<file path="config.mk">
export PLATFORM = sky130hd
export DESIGN_NAME = pc_fetch_unit_flat
export DESIGN_NICKNAME = d
export VERILOG_FILES = /design/src/rtl/pc_fetch_unit_pkg.sv /design/src/rtl/pc_fetch_unit_if.sv /design/src/rtl/pc_fetch_unit_sat_counter.sv /design/src/rtl/pc_fetch_unit.sv /design/src/flat_wrapper.sv
export SDC_FILE = /design/constraint.sdc
export NUM_CORES = 1
export LEC_CHECK = 0
export CELL_PAD_IN_SITES_DETAIL_PLACEMENT = 0
export CELL_PAD_IN_SITES_GLOBAL_PLACEMENT = 1
export CORE_MARGIN = 2
export CORE_UTILIZATION = 37
export DETAILED_ROUTE_END_ITERATION = 8
export PLACE_DENSITY_LB_ADDON = 0.1
export SLEW_MARGIN = 20
export SYNTH_ARGS = -nofsm -noshare
export SYNTH_HDL_FRONTEND = slang
export SYNTH_SLANG_ARGS = --single-unit
</file>
<file path="constraint.sdc">
create_clock -name clk -period 3.2 [get_ports clk]
set_input_delay 0.64 -clock clk [delete_from_list [all_inputs] [get_ports clk]]
set_output_delay 0.64 -clock clk [all_outputs]
set_load 0.05 [all_outputs]
</file>
<file path="src/rtl/pc_fetch_unit_pkg.sv">
// Shared fetch-stage constants and the fetch FSM state encoding.
package pc_fetch_unit_pkg;

    localparam int unsigned DefAddrW   = 11;
    localparam int unsigned DefResetPc = 0;
    localparam int unsigned DefCntW    = 16;

    typedef enum logic [1:0] {
        StPrime = 2'd0,
        StRun   = 2'd1,
        StRedir = 2'd2,
        StHalt  = 2'd3
    } fetch_state_t;

endpackage

</file>
<file path="src/rtl/pc_fetch_unit_if.sv">
// Control/status bundle between branch stage, hazard unit, instruction ROM and IF/ID.
interface pc_fetch_unit_if #(
    parameter int unsigned ADDR_W = 11,
    parameter int unsigned CNT_W  = 16
);
    logic              stall;
    logic              salto_tomado;
    logic [ADDR_W-1:0] pc_salto;
    logic              halt_i;
    logic [ADDR_W-1:0] imem_addr;
    logic [ADDR_W-1:0] pc_plus1;
    logic              if_valid;
    logic              flush_ifid;
    logic              halted;
    logic [CNT_W-1:0]  fetch_count;

    modport master (
        output stall, salto_tomado, pc_salto, halt_i,
        input  imem_addr, pc_plus1, if_valid, flush_ifid, halted, fetch_count
    );

    modport slave (
        input  stall, salto_tomado, pc_salto, halt_i,
        output imem_addr, pc_plus1, if_valid, flush_ifid, halted, fetch_count
    );
endinterface

</file>
<file path="src/rtl/pc_fetch_unit_sat_counter.sv">
// Saturating up-counter with synchronous clear; reused for performance counters.
module sat_counter #(
    parameter int unsigned CNT_W = 16
) (
    input  logic             clk,
    input  logic             reset_n,
    input  logic             en,
    input  logic             clr,
    output logic [CNT_W-1:0] count
);

    logic [CNT_W-1:0] count_q;

    always_ff @(posedge clk or negedge reset_n) begin
        if (!reset_n) begin
            count_q <= '0;
        end else if (clr) begin
            count_q <= '0;
        end else if (en && (count_q != {CNT_W{1'b1}})) begin
            count_q <= count_q + CNT_W'(1);
        end
    end

    assign count = count_q;

endmodule

</file>
<file path="src/rtl/pc_fetch_unit.sv">
// Program-counter owner: next-PC priority selection, redirect bubble, stall and HALT.
module pc_fetch_unit
    import pc_fetch_unit_pkg::*;
#(
    parameter int unsigned       ADDR_W   = DefAddrW,
    parameter logic [ADDR_W-1:0] RESET_PC = ADDR_W'(DefResetPc),
    parameter int unsigned       CNT_W    = DefCntW
) (
    input logic             clk,
    input logic             reset_n,
    pc_fetch_unit_if.slave  bus
);

    fetch_state_t      state_q, state_d;
    logic [ADDR_W-1:0] pc_q, pc_d;
    logic [ADDR_W-1:0] pc_inc;
    logic              if_valid_q;
    logic              halted_q;
    logic              flush;
    logic              cnt_en;

    assign pc_inc = pc_q + ADDR_W'(1);

    // Redirect outranks halt and stall: both refer to wrong-path instructions.
    always_comb begin
        state_d = state_q;
        pc_d    = pc_q;
        flush   = 1'b0;
        cnt_en  = 1'b0;
        unique case (state_q)
            StPrime: begin
                pc_d    = pc_inc;
                state_d = StRun;
            end
            StRun: begin
                if (bus.salto_tomado) begin
                    pc_d    = bus.pc_salto;
                    flush   = 1'b1;
                    state_d = StRedir;
                end else if (bus.halt_i) begin
                    state_d = StHalt;
                end else if (!bus.stall) begin
                    pc_d   = pc_inc;
                    cnt_en = 1'b1;
                end
            end
            StRedir: begin
                if (bus.salto_tomado) begin
                    pc_d  = bus.pc_salto;
                    flush = 1'b1;
                end else begin
                    if (!bus.stall) begin
                        pc_d = pc_inc;
                    end
                    state_d = StRun;
                end
            end
            StHalt: begin
                state_d = StHalt;
            end
        endcase
    end

    always_ff @(posedge clk or negedge reset_n) begin
        if (!reset_n) begin
            state_q    <= StPrime;
            pc_q       <= RESET_PC;
            if_valid_q <= 1'b0;
            halted_q   <= 1'b0;
        end else begin
            state_q    <= state_d;
            pc_q       <= pc_d;
            if_valid_q <= (state_d == StRun);
            halted_q   <= (state_d == StHalt);
        end
    end

    sat_counter #(
        .CNT_W (CNT_W)
    ) u_fetch_cnt (
        .clk     (clk),
        .reset_n (reset_n),
        .en      (cnt_en),
        .clr     (1'b0),
        .count   (bus.fetch_count)
    );

    assign bus.imem_addr  = pc_q;
    assign bus.pc_plus1   = pc_inc;
    assign bus.if_valid   = if_valid_q;
    assign bus.flush_ifid = flush;
    assign bus.halted     = halted_q;

endmodule
</file>
<file path="src/flat_wrapper.sv">
// flat-port wrapper written by rule: the top's interface ports become plain ports
module pc_fetch_unit_flat import pc_fetch_unit_pkg::*;
#(
    parameter int unsigned       ADDR_W   = DefAddrW,
    parameter logic [ADDR_W-1:0] RESET_PC = ADDR_W'(DefResetPc),
    parameter int unsigned       CNT_W    = DefCntW
)
  (clk, reset_n, bus_stall, bus_salto_tomado, bus_pc_salto, bus_halt_i, bus_imem_addr, bus_pc_plus1, bus_if_valid, bus_flush_ifid, bus_halted, bus_fetch_count);
  pc_fetch_unit_if #(.ADDR_W(ADDR_W), .CNT_W(CNT_W)) bus_i ();
  input logic clk;
  input logic reset_n;
  input wire logic [$bits(bus_i.stall)-1:0] bus_stall;
  input wire logic [$bits(bus_i.salto_tomado)-1:0] bus_salto_tomado;
  input wire logic [$bits(bus_i.pc_salto)-1:0] bus_pc_salto;
  input wire logic [$bits(bus_i.halt_i)-1:0] bus_halt_i;
  output wire logic [$bits(bus_i.imem_addr)-1:0] bus_imem_addr;
  output wire logic [$bits(bus_i.pc_plus1)-1:0] bus_pc_plus1;
  output wire logic [$bits(bus_i.if_valid)-1:0] bus_if_valid;
  output wire logic [$bits(bus_i.flush_ifid)-1:0] bus_flush_ifid;
  output wire logic [$bits(bus_i.halted)-1:0] bus_halted;
  output wire logic [$bits(bus_i.fetch_count)-1:0] bus_fetch_count;
  assign bus_i.stall = bus_stall;
  assign bus_i.salto_tomado = bus_salto_tomado;
  assign bus_i.pc_salto = bus_pc_salto;
  assign bus_i.halt_i = bus_halt_i;
  assign bus_imem_addr = bus_i.imem_addr;
  assign bus_pc_plus1 = bus_i.pc_plus1;
  assign bus_if_valid = bus_i.if_valid;
  assign bus_flush_ifid = bus_i.flush_ifid;
  assign bus_halted = bus_i.halted;
  assign bus_fetch_count = bus_i.fetch_count;
  pc_fetch_unit #(.ADDR_W(ADDR_W), .RESET_PC(RESET_PC), .CNT_W(CNT_W)) u_core (.clk(clk), .reset_n(reset_n), .bus(bus_i));
endmodule
</file>
# ---- Yosys cells after proc, flatten, opt, wreduce, memory -nomap -nowiden
# Index checks and enable logic that the tools add are counted.
dict set report totals {
  ff_bits 31
  input_bits 16
  out_inout_bits 41
  elab_cells 34
}
dict set report classes {
  add_sub_neg 2
  n_eq_ne 7
  n_mux 15
  reduce_logical 5
}
# cell count
set op_table {}
lappend op_table {{two-way mux 11 bit} 4}
lappend op_table {{one-hot mux 11 bit (3 select lines)} 1}
lappend op_table {{adder 16 x 1 -> 16 bit (second input constant)} 1}
lappend op_table {{!= test 16 bit (second input constant)} 1}
lappend op_table {{adder 11 x 1 -> 11 bit (second input constant)} 1}
lappend op_table {{one-hot mux 2 bit (4 select lines)} 1}
lappend op_table {{equality test 2 bit (second input constant)} 3}
lappend op_table {{two-way mux 1 bit} 6}
lappend op_table {{two-way mux 2 bit} 3}
lappend op_table {{equality test 2 x 1 -> 1 bit (second input constant)} 2}
lappend op_table {{!= test 3 bit (second input constant)} 1}
lappend op_table {{nonzero test 3 bit} 1}
lappend op_table {{logical NOT 2 bit} 1}
lappend op_table {{AND reduction 2 bit} 1}
lappend op_table {{OR reduction 2 bit} 1}
lappend op_table {{logical AND 1 bit} 1}

# ---- Depth between registers and ports, before layout
dict set report logic_depth {
  depth_word 5
  ltp_mapped 7
  depth_no_buf 7
}

# ---- Modules after synthesis
# From an unflattened synthesis, not the netlist that was laid out.
dict set report unflattened {
  cells_unflattened 210
  hier_area_um2 1959.4
}
# mod instances cells_each area_per_inst_um2
set modules_own_cells {}
lappend modules_own_cells {pc_fetch_unit 1 112 1017.2}
lappend modules_own_cells {sat_counter 1 98 942.2}

# ---- Least setup slack after synthesis
# Ideal clock, no wire load.
dict set report synth_timing {
  path_type {reg-to-output}
  start {reg u_core.pc_q[2], in the netlist u_core.bus.imem_addr[2]}
  end {out bus_pc_plus1[7]}
  arrival_ps 2139
  required_ps 2560
  slack_ps 421
  stages_incl_launch_ff 4
  n_path_buf 0
  path_cell_list {dfrtp_1 nand4_1 or3_1 xnor2_1}
}
dict set report synth_between {
  elab_chain_len 1
}
# item line
set synth_rtl {}
lappend synth_rtl {{start: declaration} pc_fetch_unit.sv:15} ;# logic [ADDR_W-1:0] pc_q, pc_d;
lappend synth_rtl {{start signal: assignment} pc_fetch_unit.sv:72} ;# pc_q <= pc_d;
lappend synth_rtl {{adder 11 x 1 -> 11 bit} pc_fetch_unit.sv:22} ;# assign pc_inc = pc_q + ADDR_W'(1);
lappend synth_rtl {{end: declaration} flat_wrapper.sv:17} ;# output wire logic [$bits(bus_i.pc_plus1)-1:0] bus_pc_plus1;
# Every way passes these cells.

# ---- Worst setup path after layout
dict set report layout_timing {
  start {reg u_core.pc_q[3], in the netlist u_core.bus.imem_addr[3]}
  end {out bus_pc_plus1[7]}
}
# Same word-level chain as after synthesis.

==> run_results.csv <==
group,metric,value,unit
routing,vias,1557,
layout,nets,273,
pwr,power_leakage,1.18,nW
critical_path,cpPeakStageDelay,810,ps
clock_tree,clock_latency,280,ps
critical_path,path_class,"reg -> out",
sta,max_slew_margin,59.8,%
synth,async_flop_share,100,%
placement,gp_congestion,0.717,
routing,drt_first_pass_iters,4,
placement,dpl.hpwl,3.07,mm
layout,drive_above_1_share,10.4,%
floorplanning,row_count,25,
synth,syn-cell-area,1840,µm²
pwr,peakVddDrop,0.440,mV
pwr,power.density,1060,nW/µm²
sta,rsz0062_at_grt,"false",
layout,area_delta_synth_final,41.3,%
layout,num_antenna_cells,0,
clock_tree,ctsHtreeMaxLevel,2,
synth,avgSynthCellArea,9.79,µm²
floorplanning,fp.coreArea,4750,µm²
outcome,status,"finished, final reports clean",
sta,tns,0,ps
floorplanning,io_pins,57,
pwr,fin_total_pwr,2.77,mW
synth,ys_seq_area_share,42.1,%
global_routing,grt_pass1_wl,7.19,mm
layout,fillers,472,
synth,syn_nets,211,
sta,setup_violations,0,
floorplanning,die_h,74.5,µm
synth,yosysUniqueCellTypes,42,
routing,viasPerCell,4.90,
critical_path,worstPathArrival,2330,ps
sta,tightest_slew,599,ps
routing,wl_per_cell,13.5,µm
critical_path,crit_chain,"nand4_1 -> or3_1 -> xnor2_1 -> clkdlybuf4s50_1",
global_routing,first_global_vias,1551,
sta,fmax,337,MHz
clock_tree,cts-root-buf,"clkbuf_8",
clock_tree,cts_made_buffers,5,
critical_path,crit_path_max_fanout,7,
clock_tree,cts_hold_buf,0,
clock_tree,cts_sinks,31,
floorplanning,die_w,74.5,µm
sta,hold_violations,0,
critical_path,required,2560,ps
sta,fin_skew,6.19,ps
clock_tree,clk_path_buf_depth,2,
floorplanning,die-area,5550,µm²
critical_path,slowest_stage,"clkdlybuf4s50_1",
sta,layout_min_cycle_time,2970,ps
run,maxCapViolCount,0,
global_routing,antenna_found_initial,0,
min_path,worst_hold_path_type,"reg -> reg",
layout,regArea,776,µm²
sta,slew_violations,0,
synth,yosys_register_bits,31,
routing,wl,4.30,mm
synth,yosysWarnings,0,
clock_tree,clk_pin_slew,70,ps
placement,post-place-ws,333,ps
routing,ant_nets,0,
sta,post-route-period-util,92.7,%
synth,syn_inst,188,
global_routing,grt_start_max_net_pins,32,
routing,drt_iter0_drc,43,
layout,post-route-util,54.7,%
clock_tree,cts_tree,"done",
critical_path,setup.worst_path.end_class,"primary output",
global_routing,grt_usage,17.1,%
global_routing,overflow,0,
sta,fin_ws,234,ps
critical_path,cp-start-kind,"flip-flop",
routing,drc,0,
floorplanning,initial_core_util,38.7,%
synth,synth-edff-count,0,
placement,port_buffers,56,
synth,synth_ff_type,"dfrtp_1",
layout,multiInputGateArea,988,µm²
cell usage in the layout (no fill, tap or decap), types with 2 or more instances in the layout:
master and n:
clkdlybuf4s50_1 52, dfrtp_1 31, nand2_1 20, inv_1 13, xnor2_1 12, nand3_1 10
a21oi_1 10, xor2_1 9, nor3_1 8, ha_1 7, clkbuf_8 7, o21ai_0 6
nor2_1 6, o211ai_1 5, nand4_1 4, and3_1 3, mux2_1 3, o22ai_1 3
a2bb2oi_1 3, nor3_2 3, dlymetal6s2s_1 3, buf_4 3, a22oi_1 2, or3_1 2
o21ba_2 2, and4_1 2, nor4b_2 2, nor3b_1 2, a31oi_1 2
flip-flops by register name, indices dropped and copies added, names as in the netlist:
signal and flops:
u_core.u_fetch_cnt.count 16, u_core.bus.if_valid 1, u_core.bus.halted 1, u_core.bus.imem_addr 11
u_core.state_q 2
through the flow:
stage                     area, µm²  hold WS, ps  instances
after floorplan                1840          344        188
after global placement         2490          479        310
after detailed placement       2490          486        310
after CTS                      2590          498        318
after global routing           2600          527        318
final                          2600          492        318
layer usage:
layer	wire length, µm	vias to the layer above	track usage (%)
li1	-	794	-
met1	1930	717	21.7
met2	2030	40	28.6
met3	281	6	3.25
met4	54	0	7.14
met5	0	-	0
worst max-delay path, delay by kind of cell, from the launching register on:
family	cells	cell delay (ps)
xor gates and xnor gates	1	150
buffers and inverters	1	810
DFF	1	480
and+or+nand+nor	2	610
repair_timing:
action,CTS,global route
resized for setup,0,3
setup endpoints to repair,0,3
buffers inserted,0,0
where the power goes:
group	total, mW	switching, mW	internal (mW)
clock network	0.347	0.151	0.196
logic	1.77	1.14	0.628
registers	0.649	0.144	0.505
total	2.77	1.44	1.33
area by class of cell:
cell class | instances | share of cell area (%)
multi-input combinational | 139 | 38.0
sequential | 31 | 29.8
clock buffer | 8 | 3.85
inverter | 14 | 2.02
tap | 67 | 3.22
timing repair buffer | 59 | 23.1
logic make-up after synthesis:
group / after synthesis / synth area share (%)
and+or+nand+nor: 70 / 23.4
muxes: 5 / 2.99
DFF: 31 / 42.1
adders and majority gates: 7 / 4.76
buffers and inverters: 18 / 4.15
AOI/OAI and AO/OA: 36 / 12.6
xor gates and xnor gates: 21 / 9.99
cell usage after synthesis, drive strengths merged (3+ instances only):
master / number / share of area [%]
xnor2: 12 / 5.7
a2bb2oi: 3 / 1.4
nand4: 5 / 2.0
o22ai: 3 / 1.0
nand2: 22 / 5.0
o21ai: 8 / 2.4
ha: 7 / 4.8
nor3: 11 / 3.8
xor2: 9 / 4.3
nor4b: 3 / 2.9
mux2: 4 / 2.4
nor2: 6 / 1.2
and3: 3 / 1.0
nand3: 10 / 2.7
a21oi: 10 / 2.7
dfrtp: 31 / 42
o211ai: 5 / 2.0
inv: 14 / 2.9
worst paths after layout:
| kind | startpoint | to | slack (ps) | depth (start not counted) |
|---|---|---|---|---|
| min in group asynchronous | reset_n | u_core.u_fetch_cnt.count[6] | 750 | 2 |
| worst min-delay path | u_core.u_fetch_cnt.count[11] | u_core.u_fetch_cnt.count[11] | 490 | 1 |
| worst min register to register | u_core.u_fetch_cnt.count[11] | u_core.u_fetch_cnt.count[11] | 490 | 1 |
| worst max-delay path | u_core.bus.imem_addr[3] | bus_pc_plus1[7] | 230 | 4 |
| max in group asynchronous | reset_n | u_core.u_fetch_cnt.count[2] | 2160 | 2 |
| worst max register to register | u_core.state_q[1] | u_core.u_fetch_cnt.count[12] | 1110 | 6 |
(Power assumes the default switching activity.)
